File: src/rtl/rr_arbiter_bin.sv
// rr_arbiter_bin
//   Round-robin arbiter over NUM_REQ request lines. It produces a registered
//   binary grant index with a valid/ready handshake. The winner that was last
//   accepted has the lowest priority in the next arbitration.
//
// Ports
//   clk          in   1        clock, all state updates on the rising edge
//   rst_n        in   1        asynchronous active-low reset
//   req_i        in   NUM_REQ  request vector, bit k = requester k wants a grant
//   gnt_valid_o  out  1        gnt_idx_o holds a valid winner
//   gnt_ready_i  in   1        downstream accepts the grant this cycle
//   gnt_idx_o    out  IDX_W    binary index of the current winner
//   gnt_ack_o    out  NUM_REQ  one-hot accept strobe, high only in the handshake cycle
module rr_arbiter_bin #(
    parameter int unsigned NUM_REQ = 16,
    parameter int unsigned IDX_W   = $clog2(NUM_REQ)
) (
    input  logic               clk,
    input  logic               rst_n,
    input  logic [NUM_REQ-1:0] req_i,
    output logic               gnt_valid_o,
    input  logic               gnt_ready_i,
    output logic [IDX_W-1:0]   gnt_idx_o,
    output logic [NUM_REQ-1:0] gnt_ack_o
);

    typedef enum logic {
        IDLE  = 1'b0,
        GRANT = 1'b1
    } state_t;

    state_t           state;
    logic [IDX_W-1:0] ptr;
    logic [IDX_W-1:0] winner;
    logic [IDX_W-1:0] win_hi;
    logic [IDX_W-1:0] win_lo;
    logic             hit_hi;
    logic             hit_lo;
    logic             handshake;

    // Two-pass priority encode: the first pass only considers requesters at
    // or above ptr; if none of them is requesting, the second pass (lowest
    // set bit overall) supplies the wrapped-around winner.
    always_comb begin
        win_hi = '0;
        win_lo = '0;
        hit_hi = 1'b0;
        hit_lo = 1'b0;
        for (int unsigned i = 0; i < NUM_REQ; i++) begin
            if (req_i[i] && !hit_lo) begin
                win_lo = IDX_W'(i);
                hit_lo = 1'b1;
            end
            if (req_i[i] && (i >= 32'(ptr)) && !hit_hi) begin
                win_hi = IDX_W'(i);
                hit_hi = 1'b1;
            end
        end
        winner = hit_hi ? win_hi : win_lo;
    end

    assign handshake = gnt_valid_o & gnt_ready_i;

    // Compared element by element so a non-power-of-two NUM_REQ never
    // indexes past the top of the vector.
    always_comb begin
        gnt_ack_o = '0;
        for (int unsigned i = 0; i < NUM_REQ; i++) begin
            gnt_ack_o[i] = handshake && (32'(gnt_idx_o) == i);
        end
    end

    always_ff @(posedge clk or negedge rst_n) begin
        if (!rst_n) begin
            state       <= IDLE;
            gnt_valid_o <= 1'b0;
            gnt_idx_o   <= '0;
            ptr         <= '0;
        end else begin
            case (state)
                IDLE: begin
                    if (|req_i) begin
                        gnt_idx_o   <= winner;
                        gnt_valid_o <= 1'b1;
                        state       <= GRANT;
                    end
                end
                GRANT: begin
                    // Grant is held regardless of req_i until accepted.
                    if (gnt_ready_i) begin
                        ptr         <= (gnt_idx_o == IDX_W'(NUM_REQ - 1)) ? '0 : gnt_idx_o + 1'b1;
                        gnt_valid_o <= 1'b0;
                        state       <= IDLE;
                    end
                end
                default: begin
                    state       <= IDLE;
                    gnt_valid_o <= 1'b0;
                end
            endcase
        end
    end

endmodule

File: config.mk
export PLATFORM = sky130hd
export DESIGN_NAME = rr_arbiter_bin
export DESIGN_NICKNAME = d
export VERILOG_FILES = /design/src/rtl/rr_arbiter_bin.sv
export SDC_FILE = /design/constraint.sdc
export NUM_CORES = 1
export LEC_CHECK = 0
export BUFFER_PORTS_ARGS = -buffer_cell sky130_fd_sc_hd__buf_2
export CORE_MARGIN = 4
export CORE_UTILIZATION = 40
export CTS_BUF_LIST = sky130_fd_sc_hd__clkbuf_16
export CTS_CLUSTER_DIAMETER = 150
export DETAILED_ROUTE_END_ITERATION = 8
export PLACE_DENSITY = 0.78
export SYNTH_ARGS = -nofsm -noshare
export SYNTH_HDL_FRONTEND = slang
export SYNTH_SLANG_ARGS = --single-unit
export TNS_END_PERCENT = 100
File: constraint.sdc
create_clock -name clk -period 3.5 [get_ports clk]
set_input_delay 0.175 -clock clk [delete_from_list [all_inputs] [get_ports clk]]
set_output_delay 0.175 -clock clk [all_outputs]
set_load 0.02 [all_outputs]
# Word level (Yosys, flattened, before mapping)
# Index checks and enable logic that the tools add are counted.
# op_classes
div_mod_pow,0
n_bitwise,2
order_cmp,15
shift,0
n_reduce_logical,96
add_sub_neg,1
muxes,69
eq_ne,17
mul,0
# ops
op,count
$mux 4,29
$logic_and 1x1->1,61
$mux 1,37
$eq 4x4->1 const B,8
$logic_not 1->1,30
$ge 4x4->1 const A,7
$eq 4x3->1 const B,4
$ge 3x4->1 const A,4
$reduce_or 16->1,1
$eq 4x2->1 const B,2
$ge 1x4->1 const A,2
$ge 2x4->1 const A,2
$reduce_and 2->1,3
$add 4x1->4 const B,1
$eq 4x1->1 const B,1
$logic_not 4->1,1
$ne 2x2->1 const B,2
$pmux 1 s2,2
$mux 2,1
$and 1x1->1,1
$not 1->1,1
# totals
reg_bits,10
rom_bits,0
mem_count,0
out_inout_bits,21
latch_bits,0
word_cells,204
in_bits,19
ram_bits,0

# Depth between registers and ports, before layout
# depth
ltp_word,49
ltp_mapped,7
mapped_depth_nobuf,6

# Worst setup path before layout
# No wires, ideal clock.
# synth_path
path_type,register to register
start,register ptr[2]
end,register gnt_idx_o[1]
path_slack_ns,1.836
t_required_ns,3.367
synth_period_minus_slack_ns,1.664
arrival_time_ns,1.531
path_buffers,1
stages_incl_launch_ff,8
setup_ns,0.133
path_cell_list,dfrtp_1 > buf_4 > nand2_1 > o21ai_0 > nand2_1 > or3_1 > o311ai_1 > o22ai_1
# synth_between
elab_chain_cells,49
elab_cells_between_ends,91
classes_between,order compare: 15; mux: 31; reduce/logical: 45
# synth_lines
element,line,rtl
from (decl),33,logic [IDX_W-1:0] ptr;
from (signal assigned),91,ptr <= (gnt_idx_o == IDX_W'(NUM_REQ - 1)) ? '0 : gnt_idx_o + 1'b1;
$ge 1x4->1,54,if (req_i[i] && (i >= 32'(ptr)) && !hit_hi) begin
$logic_and 1x1->1,54,
$mux 1,54,
$logic_not 1->1,54,
$logic_and 1x1->1,54,
$mux 1,54,
$logic_not 1->1,54,
$logic_and 1x1->1,54,
[33 not listed],-,
$mux 1,54,
$logic_not 1->1,54,
$logic_and 1x1->1,54,
$mux 1,54,
$logic_not 1->1,54,
$logic_and 1x1->1,54,
$mux 4 or $mux 1 (tied branches),54,
$mux 4 (*),59,winner = hit_hi ? win_hi : win_lo;
to (signal assigned),83,gnt_idx_o <= winner;
to (decl),23,"output logic [IDX_W-1:0] gnt_idx_o,"
# Mark *: on every way between the ends. The rest lies on a longest branch, timed or not.
# A chain may end at the register's enable or synchronous reset.

# Final worst setup path
# layout_path
start,register ptr[0]
end,register gnt_idx_o[0]
# Same word-level chain as after synthesis.

==> out/qor.yml <==
floorplan:
  die_area_um2: 3860
  placementRows: 19
  dieWidth_um: 62.1
  io_pins: 40
  die_height_um: 62.1
  core_um2: 2780
  start_util: 0.422
place:
  gp_congestion: 0.882
  postPlaceCellArea_um2: 1370
  place_hpwl_um: 2700
  placedCellCount: 219
  portBuffers: 39
worst_setup_path:
  timing.rr.end: "gnt_idx_o[0]"
  cp-end-kind: "flip-flop"
  reg2reg_slack_ps: 1380
  r2r_cells: 6
  crit_path_top_delay_cell: "dfrtp_1"
  path_max_fanout: 15
  start_kind: "flip-flop"
  arrival_ps: 2220
  r2r_start: "ptr[0]"
  crit_required_ps: 3600
  crit_chain: "a21boi_0, o21ai_0, nand4_2, a311o_1, o211ai_1, o311ai_2"
  cp_slowest_stage_delay_ps: 600
  path_class: "reg -> reg"
detailed_routing:
  antenna_left: 0
  dr.pass1.iters: 4
  drc: 0
  wl_per_cell_um: 15.2
  drtIter0Drc: 52
  drt-total-wl_um: 3400
  vias_per_cell: 6.00
  dr_total_vias: 1345
clock_tree:
  cts.sinks: 10
  post_cts_buffers: 0
  cts-buffers-inserted: 3
  clockRootBuffer: "clkbuf_16"
  cts_tree: "yes"
  cts_max_level: 1
  cts.path.max_buffers: 2
  hold_buffers: 1
  clk_pin_slew_worst_paths_ps: 40
  clkLatencyLatePin_ps: 240
  cts_resized: 0
run_status:
  status: "completed"
power_and_ir_drop:
  power_density_nw_per_um2: 599
  leakagePower_nw: 0.641
  seqPwrFrac: 0.317
  clkPwrFrac: 0.230
  ir_drop_mv: 0.340
  pwr-share-comb: 0.453
  power.internal_mw: 0.472
  switching_power_mw: 0.404
  switching_share: 0.461
  power.total_mw: 0.876
synth:
  syn_area_per_cell_um2: 7.56
  synth_edf_count: 0
  synth_seq_area_share: 0.213
  synth.area.top_cells: "dfrtp_1, nand2_1, ha_1"
  synth_top_area_cell: "dfrtp_1"
  yosysTopAreaCellShare: 0.213
  synth_nets: 178
  yosys_warnings: 0
  synth_area_um2: 1170
  synth-seq-cells: 10
  synth-main-ff-cell: "dfrtp_1"
  ys_types: 53
  syn_inst: 155
  async_flop_share: 1.00
hold_path:
  holdPathStages: 4
  holdCritStartpoint: "req_i[15]"
  hold_class: "in -> reg"
  holdPathEnd: "state"
finish:
  drive_gt1_frac: 0.259
  synthToLayoutAreaGrowth_pct: 24.8
  fin_cells: 224
  final_util: 0.526
  post-route-cell-area_um2: 1460
  final_nets: 217
  diodes: 0
grt:
  antenna_found_initial: 0
  grt_pass1_vias: 1222
  track_usage: 0.178
  grt_pass1_wl_um: 5740
  gr-total-overflow: 0
  grt_max_degree: 17
sta:
  max-slew-margin-rel: 0.594
  maxSlewViolCount: 0
  fmax_mhz: 471
  fin_skew_ps: 1.28
  finalCritPeriodShare: 0.606
  fin_setup_tns_ps: 0
  worstMarginPinSlew_ps: 604
  period_needed_ps: 2120
  hold_violations: 0
  grt_setup_unrepaired: "false"
  setup_viol: 0
flow_run:
  max_cap_violations: 0
power groups by stage:
| stage | clock, mW | combinational (mW) | sequential, mW |
|---|---|---|---|
| floorplan | 0 | 0.331 | 0.229 |
| global placement | 0 | 0.389 | 0.273 |
| detailed placement | 0 | 0.396 | 0.277 |
| CTS | 0.205 | 0.398 | 0.276 |
| global route | 0.214 | 0.444 | 0.293 |
| finish | 0.202 | 0.397 | 0.278 |
placed cells by master (no fill, tap or decap), types with 2 or more instances in the layout:
cell / netlist / layout
buf_2: 2 / 39
nand2_1: 20 / 20
nor2_1: 13 / 13
o21ai_0: 10 / 10
dfrtp_1: 10 / 10
inv_1: 8 / 8
nand3_1: 6 / 6
nor3_1: 6 / 6
nor3b_1: 4 / 4
nor4_1: 4 / 4
a21oi_1: 4 / 4
ha_1: 4 / 4
and2_1: 3 / 3
o21a_1: 3 / 3
nor2b_1: 3 / 3
nand2b_1: 3 / 3
or3_1: 3 / 3
a211oi_1: 3 / 3
o31ai_1: 3 / 3
a21o_1: 3 / 3
clkbuf_16: 0 / 3
nor4_4: 2 / 2
o21ai_1: 2 / 2
a21boi_0: 2 / 2
o211ai_1: 2 / 2
a31oi_1: 2 / 2
worst max-delay path by stage:
stage | startpoint | end | slack [ps] | depth (start not counted)
3_3_place_gp | ptr[0] | gnt_idx_o[1] | 1440 | 6
6_report | ptr[0] | gnt_idx_o[0] | 1380 | 6
5_1_grt | ptr[0] | gnt_idx_o[0] | 1190 | 6
2_1_floorplan | ptr[2] | gnt_idx_o[1] | 1840 | 7
4_1_cts | ptr[0] | gnt_idx_o[0] | 1390 | 6
3_5_place_dp | ptr[0] | gnt_idx_o[0] | 1410 | 6
critical path: cells and delay by family, from the launching register on:
kind             cells  cell delay (ps)
AND/OR/NAND/NOR      1              250
AO/OA/AOI/OAI        5             1140
flip-flops           1              600
state kept, by name (all words and copies together) (netlist names):
name         cells
gnt_idx_o        4
gnt_valid_o      1
state            1
ptr              4
through the flow:
stage | setup WS, ps | hold slack [ps]
floorplan | 1840 | -121
global placement | 1440 | 44.4
detailed placement | 1410 | 49.7
CTS | 1390 | 294
global route | 1190 | 319
finish | 1380 | 308
Yosys cell counts, types with 2 or more instances:
cell type,count
buf_2,2
nor2b_1,3
dfrtp_1,10
buf_4,2
or3_1,3
nor4_1,4
nor2_1,13
ha_1,4
a31oi_1,2
a21boi_0,2
inv_1,8
o31ai_1,3
a21o_1,3
clkbuf_1,2
o211ai_1,2
nand2_1,20
o21a_1,3
nor3b_1,4
a21oi_1,4
nand3_1,6
o21ai_1,2
nand2b_1,3
and2_1,3
o21ai_0,10
nor4_4,2
a211oi_1,3
nor3_1,6
layout make-up:
class                      instances  area [um2]
clock buffer                       3        75.1
clock inverter                     1        3.75
fill                             280        1320
inverter                           8        30.0
multi-input combinational        131         860
sequential                        10         250
tap                               31        38.8
timing repair buffer              40         205
metal layers:
| metal | global-route usage | wire length [um] | up-vias |
|---|---|---|---|
| li1 | - | - | 660 |
| met1 | 0.236 | 1440 | 606 |
| met2 | 0.276 | 1580 | 75 |
| met3 | 0.0378 | 341 | 4 |
| met4 | 0.0732 | 36 | 0 |
| met5 | 0 | 0 | - |
logic make-up (layout without fill, tap and decap cells):
family                     after synthesis  after routing  share of synthesized area
and+or+nand+nor                         76             76                      0.375
AOI/OAI and AO/OA                       49             49                      0.299
buffers and inverters                   14             52                     0.0534
DFF                                     10             10                      0.213
adders and majority gates                4              4                     0.0427
xor gates and xnor gates                 1              1                    0.00747
muxes                                    1              1                    0.00960
Power figures use the tool's default switching activity.
